### src/rtl/rs232_avs_uart_if.sv
// rtl/rs232_avs_uart_if.sv - Avalon-MM slave bus bundle for the RS-232 UART register block
interface rs232_avs_uart_if;
    logic [4:0]  avs_address;
    logic        avs_read;
    logic [31:0] avs_readdata;
    logic        avs_write;
    logic [31:0] avs_writedata;
    logic        avs_waitrequest;

    modport master (
        output avs_address, avs_read, avs_write, avs_writedata,
        input  avs_readdata, avs_waitrequest
    );

    modport slave (
        input  avs_address, avs_read, avs_write, avs_writedata,
        output avs_readdata, avs_waitrequest
    );
endinterface

### src/rtl/rs232_avs_uart.sv
// rtl/rs232_avs_uart.sv - RS-232 UART with Avalon-MM register slave, one wait state per access
// Optional macro UART_RX_FIFO_EN: 8-entry RX FIFO instead of a single holding register.
module rs232_avs_uart #(
    parameter int CLK_HZ = 50000000,
    parameter int BAUD   = 115200
) (
    input  logic             avm_clk,
    input  logic             avm_rst,
    rs232_avs_uart_if.slave  avs,
    input  logic             uart_rxd,
    output logic             uart_txd
);

    localparam int DIV = (CLK_HZ + 8 * BAUD) / (16 * BAUD);
    localparam int DW  = (DIV > 1) ? $clog2(DIV) : 1;
    localparam logic [DW-1:0] DIV_LAST = DW'(DIV - 1);

    typedef enum logic [1:0] {RX_IDLE, RX_START, RX_DATA, RX_STOP} rx_state_t;
    typedef enum logic [1:0] {TX_IDLE, TX_START, TX_DATA, TX_STOP} tx_state_t;

    logic        ack_q, acc, rd_ack, wr_ack;
    logic        addr_rx, addr_tx, addr_st;
    logic        rx_pop, status_clr, tx_load;
    logic        rrdy, rx_full, rx_push, trdy;
    logic [7:0]  rx_head;
    logic        roe, fe;
    logic [31:0] rdata;
    logic        unused_wdata;

    // Bus: the first cycle of any request stalls, the second acknowledges.
    assign acc                 = avs.avs_read | avs.avs_write;
    assign avs.avs_waitrequest = acc & ~ack_q & ~avm_rst;
    assign rd_ack              = ack_q & avs.avs_read;
    assign wr_ack              = ack_q & avs.avs_write & ~avs.avs_read;
    assign addr_rx             = (avs.avs_address == 5'd0);
    assign addr_tx             = (avs.avs_address == 5'd4);
    assign addr_st             = (avs.avs_address == 5'd8);
    assign rx_pop              = rd_ack & addr_rx & rrdy;
    assign status_clr          = rd_ack & addr_st;
    assign tx_load             = wr_ack & addr_tx & trdy;
    assign unused_wdata        = ^avs.avs_writedata[31:8];

    always_ff @(posedge avm_clk or posedge avm_rst) begin
        if (avm_rst) ack_q <= 1'b0;
        else         ack_q <= acc & ~ack_q;
    end

    always_comb begin
        rdata = '0;
        if (rd_ack) begin
            if (addr_rx && rrdy) rdata[7:0] = rx_head;
            if (addr_st) begin
                rdata[9] = fe;
                rdata[8] = roe;
                rdata[7] = rrdy;
                rdata[6] = trdy;
            end
        end
    end
    assign avs.avs_readdata = rdata;

    // ---------------- RX ----------------
    logic            rxd_s1, rxd_s2, rxd_q;
    rx_state_t       rx_state, rx_nx;
    logic [DW-1:0]   rx_div;
    logic [3:0]      rx_tcnt;
    logic [2:0]      rx_bcnt;
    logic [7:0]      rx_shreg;
    logic            rx_tick, rx_shift, rx_done;

    always_ff @(posedge avm_clk or posedge avm_rst) begin
        if (avm_rst) begin
            rxd_s1 <= 1'b1;
            rxd_s2 <= 1'b1;
            rxd_q  <= 1'b1;
        end else begin
            rxd_s1 <= uart_rxd;
            rxd_s2 <= rxd_s1;
            rxd_q  <= rxd_s2;
        end
    end

    assign rx_tick = (rx_div == DIV_LAST);

    always_ff @(posedge avm_clk or posedge avm_rst) begin
        if (avm_rst) rx_state <= RX_IDLE;
        else         rx_state <= rx_nx;
    end

    always_comb begin
        rx_nx    = rx_state;
        rx_shift = 1'b0;
        rx_done  = 1'b0;
        case (rx_state)
            RX_IDLE:  if (rxd_q && !rxd_s2) rx_nx = RX_START;
            // Half-bit check rejects glitches shorter than 8 ticks.
            RX_START: if (rx_tick && rx_tcnt == 4'd7) rx_nx = rxd_s2 ? RX_IDLE : RX_DATA;
            RX_DATA: begin
                if (rx_tick && rx_tcnt == 4'd15) begin
                    rx_shift = 1'b1;
                    if (rx_bcnt == 3'd7) rx_nx = RX_STOP;
                end
            end
            RX_STOP: begin
                if (rx_tick && rx_tcnt == 4'd15) begin
                    rx_done = 1'b1;
                    rx_nx   = RX_IDLE;
                end
            end
            default: rx_nx = RX_IDLE;
        endcase
    end

    always_ff @(posedge avm_clk or posedge avm_rst) begin
        if (avm_rst) begin
            rx_div   <= '0;
            rx_tcnt  <= '0;
            rx_bcnt  <= '0;
            rx_shreg <= '0;
        end else if (rx_state == RX_IDLE) begin
            rx_div  <= '0;
            rx_tcnt <= '0;
            rx_bcnt <= '0;
        end else begin
            rx_div <= rx_tick ? '0 : rx_div + DW'(1);
            if (rx_tick)
                rx_tcnt <= (rx_state == RX_START && rx_tcnt == 4'd7) ? 4'd0 : rx_tcnt + 4'd1;
            if (rx_shift) begin
                rx_shreg <= {rxd_s2, rx_shreg[7:1]};
                rx_bcnt  <= rx_bcnt + 3'd1;
            end
        end
    end

    // A pop in the same cycle frees the slot, so no overrun then.
    assign rx_push = rx_done & (~rx_full | rx_pop);

`ifdef UART_RX_FIFO_EN
    logic [7:0] rx_mem [8];
    logic [2:0] rx_wptr, rx_rptr;
    logic [3:0] rx_cnt;

    assign rrdy    = (rx_cnt != 4'd0);
    assign rx_full = (rx_cnt == 4'd8);
    assign rx_head = rx_mem[rx_rptr];

    always_ff @(posedge avm_clk) begin
        if (rx_push) rx_mem[rx_wptr] <= rx_shreg;
    end

    always_ff @(posedge avm_clk or posedge avm_rst) begin
        if (avm_rst) begin
            rx_wptr <= '0;
            rx_rptr <= '0;
            rx_cnt  <= '0;
        end else begin
            if (rx_push) rx_wptr <= rx_wptr + 3'd1;
            if (rx_pop)  rx_rptr <= rx_rptr + 3'd1;
            rx_cnt <= rx_cnt + {3'd0, rx_push} - {3'd0, rx_pop};
        end
    end
`else
    logic [7:0] rx_hold;
    logic       rx_hold_v;

    assign rrdy    = rx_hold_v;
    assign rx_full = rx_hold_v;
    assign rx_head = rx_hold;

    always_ff @(posedge avm_clk or posedge avm_rst) begin
        if (avm_rst) begin
            rx_hold   <= '0;
            rx_hold_v <= 1'b0;
        end else if (rx_push) begin
            rx_hold   <= rx_shreg;
            rx_hold_v <= 1'b1;
        end else if (rx_pop) begin
            rx_hold_v <= 1'b0;
        end
    end
`endif

    // New errors win over a simultaneous STATUS-read clear.
    always_ff @(posedge avm_clk or posedge avm_rst) begin
        if (avm_rst) begin
            roe <= 1'b0;
            fe  <= 1'b0;
        end else begin
            if (status_clr) begin
                roe <= 1'b0;
                fe  <= 1'b0;
            end
            if (rx_done) begin
                if (!rxd_s2)               fe  <= 1'b1;
                if (rx_full && !rx_pop)    roe <= 1'b1;
            end
        end
    end

    // ---------------- TX ----------------
    tx_state_t       tx_state, tx_nx;
    logic [DW-1:0]   tx_div;
    logic [3:0]      tx_tcnt;
    logic [2:0]      tx_bcnt;
    logic [7:0]      tx_shreg, tx_buf;
    logic            tx_pend, tx_tick, tx_end, tx_shift;

    assign tx_tick = (tx_div == DIV_LAST);
    assign tx_end  = tx_tick && (tx_tcnt == 4'd15);
    assign trdy    = (tx_state == TX_IDLE) && !tx_pend;

    always_ff @(posedge avm_clk or posedge avm_rst) begin
        if (avm_rst) tx_state <= TX_IDLE;
        else         tx_state <= tx_nx;
    end

    always_comb begin
        tx_nx    = tx_state;
        tx_shift = 1'b0;
        case (tx_state)
            TX_IDLE:  if (tx_pend) tx_nx = TX_START;
            TX_START: if (tx_end) tx_nx = TX_DATA;
            TX_DATA: begin
                if (tx_end) begin
                    tx_shift = 1'b1;
                    if (tx_bcnt == 3'd7) tx_nx = TX_STOP;
                end
            end
            TX_STOP:  if (tx_end) tx_nx = TX_IDLE;
            default:  tx_nx = TX_IDLE;
        endcase
    end

    always_ff @(posedge avm_clk or posedge avm_rst) begin
        if (avm_rst) begin
            tx_pend  <= 1'b0;
            tx_buf   <= '0;
            tx_shreg <= '0;
            tx_div   <= '0;
            tx_tcnt  <= '0;
            tx_bcnt  <= '0;
        end else begin
            if (tx_load) begin
                tx_pend <= 1'b1;
                tx_buf  <= avs.avs_writedata[7:0];
            end
            if (tx_state == TX_IDLE) begin
                tx_div  <= '0;
                tx_tcnt <= '0;
                tx_bcnt <= '0;
                if (tx_pend) begin
                    tx_shreg <= tx_buf;
                    tx_pend  <= 1'b0;
                end
            end else begin
                tx_div <= tx_tick ? '0 : tx_div + DW'(1);
                if (tx_tick) tx_tcnt <= tx_tcnt + 4'd1;
                if (tx_shift) begin
                    tx_shreg <= {1'b0, tx_shreg[7:1]};
                    tx_bcnt  <= tx_bcnt + 3'd1;
                end
            end
        end
    end

    // Decoded straight from state so reset forces the line idle without a clock.
    assign uart_txd = (tx_state == TX_START) ? 1'b0 :
                      (tx_state == TX_DATA)  ? tx_shreg[0] : 1'b1;

endmodule

### src/flat_wrapper.sv
// flat-port wrapper written by rule: the top's interface ports become plain ports
module rs232_avs_uart_flat 
#(
    parameter int CLK_HZ = 50000000,
    parameter int BAUD   = 115200
)
  (avm_clk, avm_rst, uart_rxd, uart_txd, avs_avs_address, avs_avs_read, avs_avs_write, avs_avs_writedata, avs_avs_readdata, avs_avs_waitrequest);
  rs232_avs_uart_if avs_i ();
  input  logic avm_clk;
  input  logic avm_rst;
  input  logic uart_rxd;
  output logic uart_txd;
  input wire logic [$bits(avs_i.avs_address)-1:0] avs_avs_address;
  input wire logic [$bits(avs_i.avs_read)-1:0] avs_avs_read;
  input wire logic [$bits(avs_i.avs_write)-1:0] avs_avs_write;
  input wire logic [$bits(avs_i.avs_writedata)-1:0] avs_avs_writedata;
  output wire logic [$bits(avs_i.avs_readdata)-1:0] avs_avs_readdata;
  output wire logic [$bits(avs_i.avs_waitrequest)-1:0] avs_avs_waitrequest;
  assign avs_i.avs_address = avs_avs_address;
  assign avs_i.avs_read = avs_avs_read;
  assign avs_i.avs_write = avs_avs_write;
  assign avs_i.avs_writedata = avs_avs_writedata;
  assign avs_avs_readdata = avs_i.avs_readdata;
  assign avs_avs_waitrequest = avs_i.avs_waitrequest;
  rs232_avs_uart #(.CLK_HZ(CLK_HZ), .BAUD(BAUD)) u_core (.avm_clk(avm_clk), .avm_rst(avm_rst), .avs(avs_i), .uart_rxd(uart_rxd), .uart_txd(uart_txd));
endmodule
### config.mk
export PLATFORM = sky130hd
export DESIGN_NAME = rs232_avs_uart_flat
export DESIGN_NICKNAME = d
export VERILOG_FILES = /design/src/rtl/rs232_avs_uart_if.sv /design/src/rtl/rs232_avs_uart.sv /design/src/flat_wrapper.sv
export SDC_FILE = /design/constraint.sdc
export NUM_CORES = 1
export LEC_CHECK = 0
export CAP_MARGIN = 40
export CORE_MARGIN = 1
export CORE_UTILIZATION = 45
export CTS_CLUSTER_SIZE = 8
export DETAILED_ROUTE_END_ITERATION = 10
export DONT_BUFFER_PORTS = 1
export PLACE_DENSITY = 0.69
export RECOVER_POWER = 50
export SKIP_CTS_REPAIR_TIMING = 1
export SLEW_MARGIN = 40
export SYNTH_ARGS = -nofsm -noshare
export SYNTH_HDL_FRONTEND = slang
export SYNTH_SLANG_ARGS = --single-unit
### constraint.sdc
create_clock -name avm_clk -period 3 [get_ports avm_clk]
set_clock_uncertainty 0.1 [all_clocks]
set_input_delay 0.15 -clock avm_clk [delete_from_list [all_inputs] [get_ports avm_clk]]
set_output_delay 0.15 -clock avm_clk [all_outputs]
set_load 0.005 [all_outputs]
==> results by group <==
GRT
  • Total overflow reported by the global router: 0
  • GRT Total Usage: 0.155
  • Vias in the first global route: 2,033
  • First-pass GRT wire length: 9200 um
  • Largest net degree at the start of global routing: 69
  • Initial antenna violation count: 0

Yosys
  • Combinational family with the most area after synthesis: simple AND/OR/NAND/NOR gates
  • Basic-gate share of the synthesized area counting and, or, nand and nor cells: 0.158
  • Share of cell area taken by muxes after synthesis: 0.120
  • Top post-synthesis cells by area: dfrtp_1, mux2_2, ha_1, buf_4, nor2_1
  • Area share of the largest cell type after synthesis: 0.475
  • Seq cells post-synth: 68
  • EDFF count, synth: 0
  • Count of different cell masters after synthesis: 43
  • Mean area per synthesized cell: 11.2 um^2
  • Synthesized-area fraction occupied by ao, oa, aoi and oai cells: 0.0622
  • Biggest area consumer among synthesized cells: dfrtp_1
  • Warnings, synthesis: 0
  • Post-synthesis share of cell area spent on full adders, half adders and majority gates: 0.0548
  • Post-synthesis cell count: 306
  • Syn Std Cell Area: 0.00342 mm^2
  • Share of synthesized area occupied by flip-flops and latches: 0.498
  • Async set-or-reset flop fraction in the synthesized netlist: 1.00
  • Top_reg_cell synth: dfrtp_1
  • XOR/XNOR Fraction of Synth Area: 0.0333

Clock tree
  • Insertion delay of the later-clocked pin in the worst-skew pair: 0.34 ns
  • Clock root buffer master: clkbuf_8
  • Clock edge transition at the registers on the reported setup and hold paths: 0.07 ns
  • CTS tree: built
  • CTS buffer count: 9
  • Clock buffer depth: 2
  • Sinks on Clock Net: 68
  • CTS HTree Levels: 3

Placed design
  • Final GP Congestion: 0.781
  • Quantity of I/O buffers inserted on ports: 0
  • Detailed-placement wirelength estimate: 3900 um

Routing
  • Routed length per instance: 13.2 um
  • Total wire length: 5660 um
  • Number of vias after detailed routing: 2,137
  • TritonRoute pass-1 iters: 4
  • Number of routed nets with antenna violations: 0
  • Via-to-Cell Ratio: 4.98
  • Post-route DRC violation count: 0
  • Initial DRC Count: 106

Cells and area
  • Leading cell types in the layout, fill and taps excluded: dfrtp_1, nor2_1, conb_1
  • Layout overhead on the synthesized area: 12.4%
  • Antenna diode instance count: 0
  • Commonest non-fill, non-tap cell in the layout: dfrtp_1
  • Fill cell instance count of the final layout: 655
  • Number of nets at the end of the flow: 382
  • Fraction of layout instances using a drive strength above 1: 0.167

Timing
  • Achievable frequency: 445 MHz
  • Setup repair after global routing missed its margin: false
  • Relative max-transition margin: -0.0760
  • Count of pins over their slew limit: 69
  • Final worst path period need: 2.24 ns
  • Worst slew pin tran: 1.61 ns
  • Final period util: 0.748
  • Final setup violating endpoints: 0
  • Hold Worst Slack: 0.00681 ns
  • Sum of negative setup slack: 0 ns
  • Final hold violations: 0

Floorplanning
  • Core Footprint: 0.00729 mm^2
  • Site row count: 31
  • Num ports: 76
  • Vertical die dimension: 89.2 um
  • Floorplan die width: 89.2 um
  • Effective utilization at floorplan: 0.469
  • Full die area: 0.00796 mm^2

Critical path
  • Slowest cell on crit path: dfrtp_1
  • Worst r2r src: u_core.rx_div[0]
  • Largest stage delay on the critical path: 0.41 ns
  • Required time of the worst setup path: 3.12 ns
  • Worst setup path class: flip-flop to flip-flop
  • Crit path capture type: flip-flop
  • Startpoint Class: flip-flop
  • Endpoint arrival time on the critical path: 2.36 ns
  • Crit Path Max Fanout: 8
  • Startpoint of the worst setup timing path: u_core.rx_div[0]
  • Cell-by-cell listing of the critical path: inv_1 -> ha_1 -> nand4b_1 -> buf_4 -> nor3_4 -> nand2_4 -> mux2_4

Worst hold path
  • Hold wc startpoint: avs_avs_address[2]
  • Type of the worst min-delay path: input pin to flip-flop

Power and ir drop
  • Leakage power total: 1.83 nW
  • Power per unit of standard cell area: 554 mW/mm^2
  • Worst vdd rail ir drop: 349 uV

Outcome
  • Run status: complete, but fails checks
  • Violations in the final reports: capacitance limit, slew limit

Job
  • Max-capacitance violation count: 1
-- synthesized netlist by cell type (4+ instances only) --
cell type / instances
mux2_4: 8
and2_1: 6
o211ai_1: 4
o21ai_0: 7
nor2_1: 39
nand2_1: 16
nand3_1: 12
xor2_1: 7
a21oi_1: 14
dfrtp_1: 65
clkbuf_1: 5
ha_1: 15
nand4b_1: 4
mux2i_1: 10
inv_1: 10
nor3_1: 4
buf_4: 22
mux2_2: 17
xnor2_1: 6
-- worst max-delay path: cells and delay by family (launching register included) --
family,cells,cell delay [ns]
flops,1,0.41
buf+inv,2,0.39
fa+ha+maj,1,0.14
simple gates,3,0.75
mux,1,0.33
-- worst paths after layout --
kind,to,slack [ns],depth (start not counted)
max in group asynchronous,u_core.tx_div[0],1.11,3
min,u_core.rrdy,0.007,3
min in group asynchronous,u_core.ack_q,0.72,3
max reg2reg,u_core.rx_head[1],0.76,7
max,u_core.rx_head[1],0.76,7
min reg2reg,u_core.rxd_s2,0.26,0
-- layout make-up --
class                   instances  area, um^2  share of cell area
multi-input cells             218        1550               0.403
clock inverters                 7         139              0.0361
repair buffers                 18         168              0.0436
flip-flops and latches         68        1710               0.444
inverters                      10        37.5             0.00976
well taps                      99         124              0.0322
clock buffers                   9         124              0.0322
-- registers in the layout, indices dropped and copies added, names as in the netlist, 2 cells and up, named ones only --
name	count
u_core.rx_tcnt	4
u_core.tx_bcnt	3
u_core.rx_bcnt	3
u_core.tx_shreg	8
u_core.tx_buf	8
u_core.rx_head	8
u_core.tx_tcnt	4
u_core.rx_div	5
u_core.rx_shreg	8
u_core.tx_state	2
u_core.tx_div	5
-- kinds of logic (layout without fill, tap and decap cells) --
| logic type | count (synthesis) | after routing |
|---|---|---|
| XOR/XNOR | 13 | 13 |
| adder cells (fa/ha/maj) | 15 | 15 |
| AND/OR/NAND/NOR | 100 | 100 |
| multiplexers | 35 | 35 |
| AO/OA/AOI/OAI | 33 | 33 |
| flip-flops | 68 | 68 |
| buffers and inverters | 41 | 44 |
| other | 1 | 22 |
-- metal layers --
layer	track usage	part of all wire	up-vias
met1	0.171	0.42	1040
met3	0.0471	0.041	6
met4	0.0563	0.0081	0
li1	-	-	1044
met2	0.281	0.53	47
met5	0	0	-
-- power by group --
group / total [mW] / internal, mW / switching, mW
Sequential: 1.01 / 0.962 / 0.0524
Clock: 0.975 / 0.635 / 0.341
Combinational: 0.139 / 0.0641 / 0.0744
-- through the flow --
step / cell area (um^2) / cells / setup slack (ns) / util / power, mW
4_1_cts: 3710 / 415 / 0.699 / 0.509 / 2.14
2_1_floorplan: 3500 / 327 / 1.04 / - / 1.15
6_report: 3840 / 429 / 0.755 / 0.527 / 2.13
3_3_place_gp: 3440 / 399 / 0.803 / 0.472 / 1.15
5_1_grt: 3840 / 429 / 0.521 / 0.527 / 2.22
3_5_place_dp: 3450 / 399 / 0.762 / 0.473 / 1.16
Power figures use the tool's default switching activity.
